**src/rtl/param_update_arbiter.sv**
```systemverilog
// param_update_arbiter: owns the live tone settings (phaseinc, gain).
// Arbitrates preset / encoder / sweep requests, applies clamped updates and
// offers each result to the DDS/gain stage over a valid/ready handshake.
module param_update_arbiter #(
  parameter logic [14:0] MIDFREQ     = 15'd1048,
  parameter logic [8:0]  DEFAULTGAIN = 9'd32,
  parameter logic [14:0] MININC      = 15'd21,
  parameter logic [14:0] MAXINC      = 15'd20971,
  parameter logic [8:0]  GAINMAX     = 9'd255,
  parameter logic [14:0] SWEEP_STEP  = 15'd64,
  parameter logic [15:0] TIMEOUT     = 16'd50000
) (
  input  logic        clk,
  input  logic        reset_n,
  input  logic        enc_step,
  input  logic        enc_dir,
  input  logic        enc_mode,
  input  logic        sweep_en,
  input  logic        sweep_tick,
  input  logic        preset_load,
  input  logic [14:0] preset_phaseinc,
  input  logic [8:0]  preset_gain,
  input  logic        upd_ready,
  output logic [14:0] phaseinc,
  output logic [8:0]  gain,
  output logic        upd_valid,
  output logic        busy,
  output logic        overrun
);

  localparam int unsigned PW = 15;
  localparam int unsigned GW = 9;
  localparam int unsigned CW = 16;

  typedef enum logic [1:0] {
    ST_IDLE  = 2'd0,
    ST_APPLY = 2'd1,
    ST_OFFER = 2'd2
  } state_t;

  state_t          r_state;
  logic [PW-1:0]   r_phaseinc;
  logic [GW-1:0]   r_gain;
  logic            r_upd_valid;
  logic            r_busy;
  logic            r_overrun;
  logic [CW-1:0]   r_cnt;

  // pending request slots
  logic            r_pre_full;
  logic [PW-1:0]   r_pre_inc;
  logic [GW-1:0]   r_pre_gain;
  logic            r_enc_full;
  logic            r_enc_dir;
  logic            r_enc_mode;
  logic            r_sweep_full;

  logic            w_sweep_req;
  logic            w_any_req;
  logic            w_sel_pre;
  logic            w_sel_enc;
  logic            w_sel_sweep;
  logic            w_serve;
  logic            w_drop;
  logic [PW-1:0]   w_pre_inc;
  logic [GW-1:0]   w_pre_gain;
  logic [PW-1:0]   w_enc_inc;
  logic [GW-1:0]   w_enc_gain;
  logic [CW-1:0]   w_sweep_sum;
  logic [PW-1:0]   w_sweep_inc;
  logic [PW-1:0]   w_new_inc;
  logic [GW-1:0]   w_new_gain;

  assign phaseinc  = r_phaseinc;
  assign gain      = r_gain;
  assign upd_valid = r_upd_valid;
  assign busy      = r_busy;
  assign overrun   = r_overrun;

  // Request selection and candidate update values
  always_comb begin
    w_sweep_req = sweep_tick & sweep_en;
    // incoming pulses count so IDLE reaches APPLY in the same cycle the slot fills
    w_any_req   = r_pre_full | r_enc_full | r_sweep_full |
                  preset_load | enc_step | w_sweep_req;

    w_sel_pre   = (r_state == ST_APPLY) & r_pre_full;
    w_sel_enc   = (r_state == ST_APPLY) & ~r_pre_full & r_enc_full;
    w_sel_sweep = (r_state == ST_APPLY) & ~r_pre_full & ~r_enc_full & r_sweep_full;
    w_serve     = w_sel_pre | w_sel_enc | w_sel_sweep;

    w_drop = (preset_load & r_pre_full & ~w_sel_pre) |
             (enc_step & r_enc_full & ~w_sel_enc) |
             (w_sweep_req & r_sweep_full & ~w_sel_sweep);

    // preset: clamp both fields into the legal range
    if (r_pre_inc < MININC) begin
      w_pre_inc = MININC;
    end else if (r_pre_inc > MAXINC) begin
      w_pre_inc = MAXINC;
    end else begin
      w_pre_inc = r_pre_inc;
    end
    w_pre_gain = (r_pre_gain > GAINMAX) ? GAINMAX : r_pre_gain;

    // encoder: single-step, saturating at the legal limits
    w_enc_inc  = r_phaseinc;
    w_enc_gain = r_gain;
    if (!r_enc_mode) begin
      if (r_enc_dir) begin
        w_enc_inc = (r_phaseinc >= MAXINC) ? MAXINC : r_phaseinc + PW'(1);
      end else begin
        w_enc_inc = (r_phaseinc <= MININC) ? MININC : r_phaseinc - PW'(1);
      end
    end else begin
      if (r_enc_dir) begin
        w_enc_gain = (r_gain >= GAINMAX) ? GAINMAX : r_gain + GW'(1);
      end else begin
        w_enc_gain = (r_gain == GW'(0)) ? GW'(0) : r_gain - GW'(1);
      end
    end

    // sweep: 16-bit sum, wraps back to the bottom of the range past MAXINC
    w_sweep_sum = CW'(r_phaseinc) + CW'(SWEEP_STEP);
    w_sweep_inc = (w_sweep_sum > CW'(MAXINC)) ? MININC : w_sweep_sum[PW-1:0];

    w_new_inc  = r_phaseinc;
    w_new_gain = r_gain;
    if (w_sel_pre) begin
      w_new_inc  = w_pre_inc;
      w_new_gain = w_pre_gain;
    end else if (w_sel_enc) begin
      w_new_inc  = w_enc_inc;
      w_new_gain = w_enc_gain;
    end else if (w_sel_sweep) begin
      w_new_inc  = w_sweep_inc;
    end
  end

  // Pending slots: consume in APPLY, refill on pulse, flag drops as overrun
  always_ff @(posedge clk or negedge reset_n) begin
    if (!reset_n) begin
      r_pre_full   <= 1'b0;
      r_pre_inc    <= '0;
      r_pre_gain   <= '0;
      r_enc_full   <= 1'b0;
      r_enc_dir    <= 1'b0;
      r_enc_mode   <= 1'b0;
      r_sweep_full <= 1'b0;
      r_overrun    <= 1'b0;
    end else begin
      if (w_sel_pre) begin
        r_pre_full <= 1'b0;
      end
      if (preset_load && (!r_pre_full || w_sel_pre)) begin
        r_pre_full <= 1'b1;
        r_pre_inc  <= preset_phaseinc;
        r_pre_gain <= preset_gain;
      end

      if (w_sel_enc) begin
        r_enc_full <= 1'b0;
      end
      if (enc_step && (!r_enc_full || w_sel_enc)) begin
        r_enc_full <= 1'b1;
        r_enc_dir  <= enc_dir;
        r_enc_mode <= enc_mode;
      end

      if (!sweep_en) begin
        r_sweep_full <= 1'b0;
      end else begin
        if (w_sel_sweep) begin
          r_sweep_full <= 1'b0;
        end
        if (w_sweep_req && (!r_sweep_full || w_sel_sweep)) begin
          r_sweep_full <= 1'b1;
        end
      end

      if (w_drop) begin
        r_overrun <= 1'b1;
      end
    end
  end

  // Control FSM: IDLE -> APPLY (one cycle) -> OFFER until ready or timeout
  always_ff @(posedge clk or negedge reset_n) begin
    if (!reset_n) begin
      r_state     <= ST_IDLE;
      r_phaseinc  <= MIDFREQ;
      r_gain      <= DEFAULTGAIN;
      r_upd_valid <= 1'b0;
      r_busy      <= 1'b0;
      r_cnt       <= '0;
    end else begin
      case (r_state)
        ST_IDLE: begin
          if (w_any_req) begin
            r_state <= ST_APPLY;
            r_busy  <= 1'b1;
          end
        end
        ST_APPLY: begin
          if (w_serve) begin
            r_phaseinc  <= w_new_inc;
            r_gain      <= w_new_gain;
            r_upd_valid <= 1'b1;
            r_cnt       <= '0;
            r_state     <= ST_OFFER;
          end else begin
            // sweep request withdrawn by sweep_en falling; nothing to serve
            r_state <= ST_IDLE;
            r_busy  <= 1'b0;
          end
        end
        ST_OFFER: begin
          if (upd_ready || (r_cnt == TIMEOUT - CW'(1))) begin
            r_upd_valid <= 1'b0;
            r_busy      <= 1'b0;
            r_state     <= ST_IDLE;
          end else begin
            r_cnt <= r_cnt + CW'(1);
          end
        end
        default: begin
          r_upd_valid <= 1'b0;
          r_busy      <= 1'b0;
          r_state     <= ST_IDLE;
        end
      endcase
    end
  end

endmodule

```
**config.mk**
```make
export PLATFORM = sky130hd
export DESIGN_NAME = param_update_arbiter
export DESIGN_NICKNAME = d
export VERILOG_FILES = /design/src/rtl/param_update_arbiter.sv
export SDC_FILE = /design/constraint.sdc
export NUM_CORES = 1
export LEC_CHECK = 0
export BUFFER_PORTS_ARGS = -buffer_cell sky130_fd_sc_hd__clkbuf_2
export CORE_UTILIZATION = 59
export CTS_CLUSTER_SIZE = 25
export DETAILED_ROUTE_END_ITERATION = 10
export PLACE_DENSITY_LB_ADDON = 0.2
export SKIP_LAST_GASP = 1
export SYNTH_ARGS = -nofsm -noshare
export SYNTH_HDL_FRONTEND = slang
export SYNTH_SLANG_ARGS = --single-unit
```
**constraint.sdc**
```tcl
create_clock -name clk -period 3.6 [get_ports clk]
set_clock_uncertainty 0.15 [all_clocks]
set_input_delay 0.72 -clock clk [delete_from_list [all_inputs] [get_ports clk]]
set_output_delay 0.72 -clock clk [all_outputs]
set_load 0.01 [all_outputs]
```
==> metrics.md <==
| Metric | Value |
|---|---|
| Status | `finished, final reports clean` |
| First-pass GRT wire length | `21700 um` |
| Commonest non-fill, non-tap cells in the layout | `dfrtp_1 (70), clkbuf_2 (58), o21ai_0 (50)` |
| Synth Area in Simple Gates | `21.8%` |
| Drc violations | `0` |
| Post-Synthesis Cell Area | `0.00493 mm^2` |
| DR iter-0 viols | `567` |
| Pre-CTS WS | `510 ps` |
| Post-DRT Antenna Nets | `0` |
| Final Instance Area | `0.00546 mm^2` |
| F_max | `315 MHz` |
| Vias per cell | `6.70` |
| Most common cell after layout, fill and taps aside | `dfrtp_1` |
| CP arrival | `3300 ps` |
| Slowest CP cell | `dfrtp_1` |
| Ports | `60` |
| Clock root buffer | `clkbuf_8` |
| Clock Path Buffers | `2` |
| Post-synth top area share | `35.5%` |
| GPL Wtd Cong | `0.981` |
| Final period util | `88.1%` |
| Synthesized instance count | `570` |
| CP required | `3730 ps` |
| RSZ-0062 raised after global routing | `false` |
| Worst-case reg-to-reg path depth | `8` |
| Hold Crit Class | `register to register` |
| Hpwl dp | `9130 um` |
| Warnings from Yosys | `0` |
| FP Rows | `32` |
| Post-synth net total | `613` |
| Share of cells above drive strength 1 | `19.9%` |
| Area Overhead vs Synth | `10.8%` |
| Post-CTS sizing | `0` |
| LEAKAGE | `0.00229 uW` |
| CP Class | `register to register` |
| Area after DPL | `0.00525 mm^2` |
| Synth top area cells | `dfrtp_1 (36%), mux2_2 (5.5%), o21ai_0 (5.1%), nand2_1 (3.6%), a21oi_1 (3.5%)` |
| First drt pass iteration count | `5` |
| Number of I/O port buffers | `59` |
| Tightest Pin Transition | `946 ps` |
| Compound-gate portion of the synthesized area | `22.4%` |
| Yosys reg bits | `74` |
| Num CTS Buffers | `9` |
| Main flop type after synthesis | `dfrtp_1` |
| Die ar. | `0.00873 mm^2` |
| Relative slew slack | `36.9%` |
| Largest family of logic cells by synthesized area | `compound AO/OA/AOI/OAI gates` |
| Critical path endpoint category | `register` |
| Drt wl/cell | `18.4 um` |
| Crit-path max cell delay | `580 ps` |
| Die Y-Extent | `93.4 um` |
| Reg clk slew, reported paths | `90 ps` |
| Max H-tree Level | `3` |
| Final Hold Fails | `0` |
| Async set-or-reset flop fraction in the synthesized netlist | `100%` |
| Remaining Overflow, GRT | `0` |
| Total Power | `4770 uW` |
| Post-synth EDFFs | `0` |
| Delay-heaviest family, CP | `compound AO/OA/AOI/OAI gates` |
| Instance count on the critical path | `8` |
| Number of diodes | `0` |
| Post-synthesis sequential area ratio | `37.7%` |
| Worst path bufs/invs | `0` |
| PwrDens | `873 mW/mm^2` |
| Total of max-cap violations | `0` |
| CTS Sinks | `74` |
| Multiplexer area fraction after synthesis | `5.69%` |
| Core area | `0.00789 mm^2` |
| Largest net degree at the start of global routing | `75` |
| Setup TNS | `0 ps` |
| Vias | `4789` |
| CTS hold repair buffers | `0` |
| WL final | `13100 um` |
| Synth Area in Adders | `2.54%` |
| Synth Area in XOR/XNOR | `5.15%` |
| Initial antenna violation count | `0` |
| GRT Overall Usage | `31.8%` |
| Critical path peak fanout | `12` |
| Synth unique cells | `63` |
| Die Wd | `93.4 um` |
| Hold Crit Depth | `1` |
| Dominant cell type by area after synthesis | `dfrtp_1` |
| Clock latency on the worst-skew pair | `360 ps` |
| Nets | `651` |
| Final max-slew violation count | `0` |
| Min Tclk post-route | `3170 ps` |
| CP Launch Type | `register` |
| Post-CTS Setup Inserts | `0` |
| Max VDD drop | `0.516 mV` |
| Synthesized area per cell | `8.65 um^2` |
| CP Cell Sequence | `ha_1 > nand4_1 > o31ai_1 > o221ai_1 > o21ai_0 > a21oi_1 > a2111oi_0 > a2bb2oi_1` |
| Starting density of the core | `62.5%` |
| Vias in the first global route | `4452` |
| CTS tree | `yes` |
| Final setup viols | `0` |
| Final WS setup | `428 ps` |
synth_stat cells (5+ instances only):
| master | count |
|---|---|
| dfrtp_1 | 70 |
| o21ai_0 | 50 |
| nand2_1 | 47 |
| a21oi_1 | 34 |
| nor2_1 | 33 |
| clkbuf_1 | 24 |
| mux2_2 | 24 |
| nor3_1 | 23 |
| inv_1 | 21 |
| nand3_1 | 17 |
| and3_1 | 16 |
| xnor2_1 | 16 |
| or3_1 | 14 |
| xor2_1 | 13 |
| nand4_1 | 12 |
| buf_2 | 10 |
| ha_1 | 10 |
| a211oi_1 | 7 |
| nor4_1 | 7 |
| o31ai_1 | 7 |
| a22oi_1 | 6 |
| o211ai_1 | 6 |
| o22ai_1 | 6 |
| or2_2 | 6 |
| a21o_1 | 5 |
| a31oi_1 | 5 |
| nand2b_1 | 5 |
| nor2b_1 | 5 |
| o221ai_1 | 5 |
routing by layer:
layer / part of all wire (%) / up-vias / wire (um) / global-route usage (%)
met4: 3.3 / 0 / 436 / 14.2
li1: - / 2204 / - / -
met5: 0 / - / 0 / 0
met2: 45 / 243 / 5900 / 47.8
met1: 43 / 2304 / 5700 / 44.9
met3: 8.3 / 38 / 1090 / 5.37
registers in the layout (all words and copies together), names as in the netlist:
signal,count
r_state,2
r_cnt,16
r_enc_full,1
gain,9
upd_valid,1
phaseinc,15
r_pre_inc,15
r_pre_gain,9
r_sweep_full,1
busy,1
r_enc_mode,1
r_pre_full,1
r_enc_dir,1
overrun,1
worst paths after layout:
path	from	end	slack, ps
min in group asynchronous	reset_n	r_cnt[7]	350
worst min-delay path	busy	busy	330
worst min register to register	busy	busy	330
max in group asynchronous	reset_n	phaseinc[12]	2330
worst max-delay path	phaseinc[6]	phaseinc[6]	430
worst max register to register	phaseinc[6]	phaseinc[6]	430
where the power goes:
group	total (uW)	switching [uW]	leakage (uW)	internal, uW
clock	686	339	0.000105	347
sequential	1780	611	0.000901	1170
combinational	2300	1330	0.00128	979
area by class of cell:
cell class	instances	area (um^2)
Multi-Input combinational cell	437	2840
Fill cell	648	2430
Sequential cell	74	1860
Timing Repair Buffer	65	343
Clock buffer	10	138
Tap cell	102	128
Inverter	21	78.8
Clock inverter	6	75.1
logic make-up (layout without fill, tap and decap cells):
logic type / after synthesis / after routing
xor gates and xnor gates: 29 / 29
adders and majority gates: 10 / 10
AOI/OAI and AO/OA: 170 / 170
buffers and inverters: 59 / 102
muxes: 25 / 25
and+or+nand+nor: 203 / 203
DFF: 74 / 74
stage by stage:
stage	std cells	hold WS [ps]	util [%]
2_1_floorplan	570	274	-
3_3_place_gp	699	314	66.5
3_5_place_dp	699	319	66.5
4_1_cts	715	338	69.2
5_1_grt	715	358	69.2
6_report	715	333	69.2
worst register-to-register path, stage by stage (launching register included):
cell       delay [ps]
dfrtp_1           580
ha_1              490
nand4_1           140
o31ai_1           220
o221ai_1          300
o21ai_0           490
a21oi_1            70
a2111oi_0         450
a2bb2oi_1         220
No activity file was read; power rests on OpenSTA's default activity.
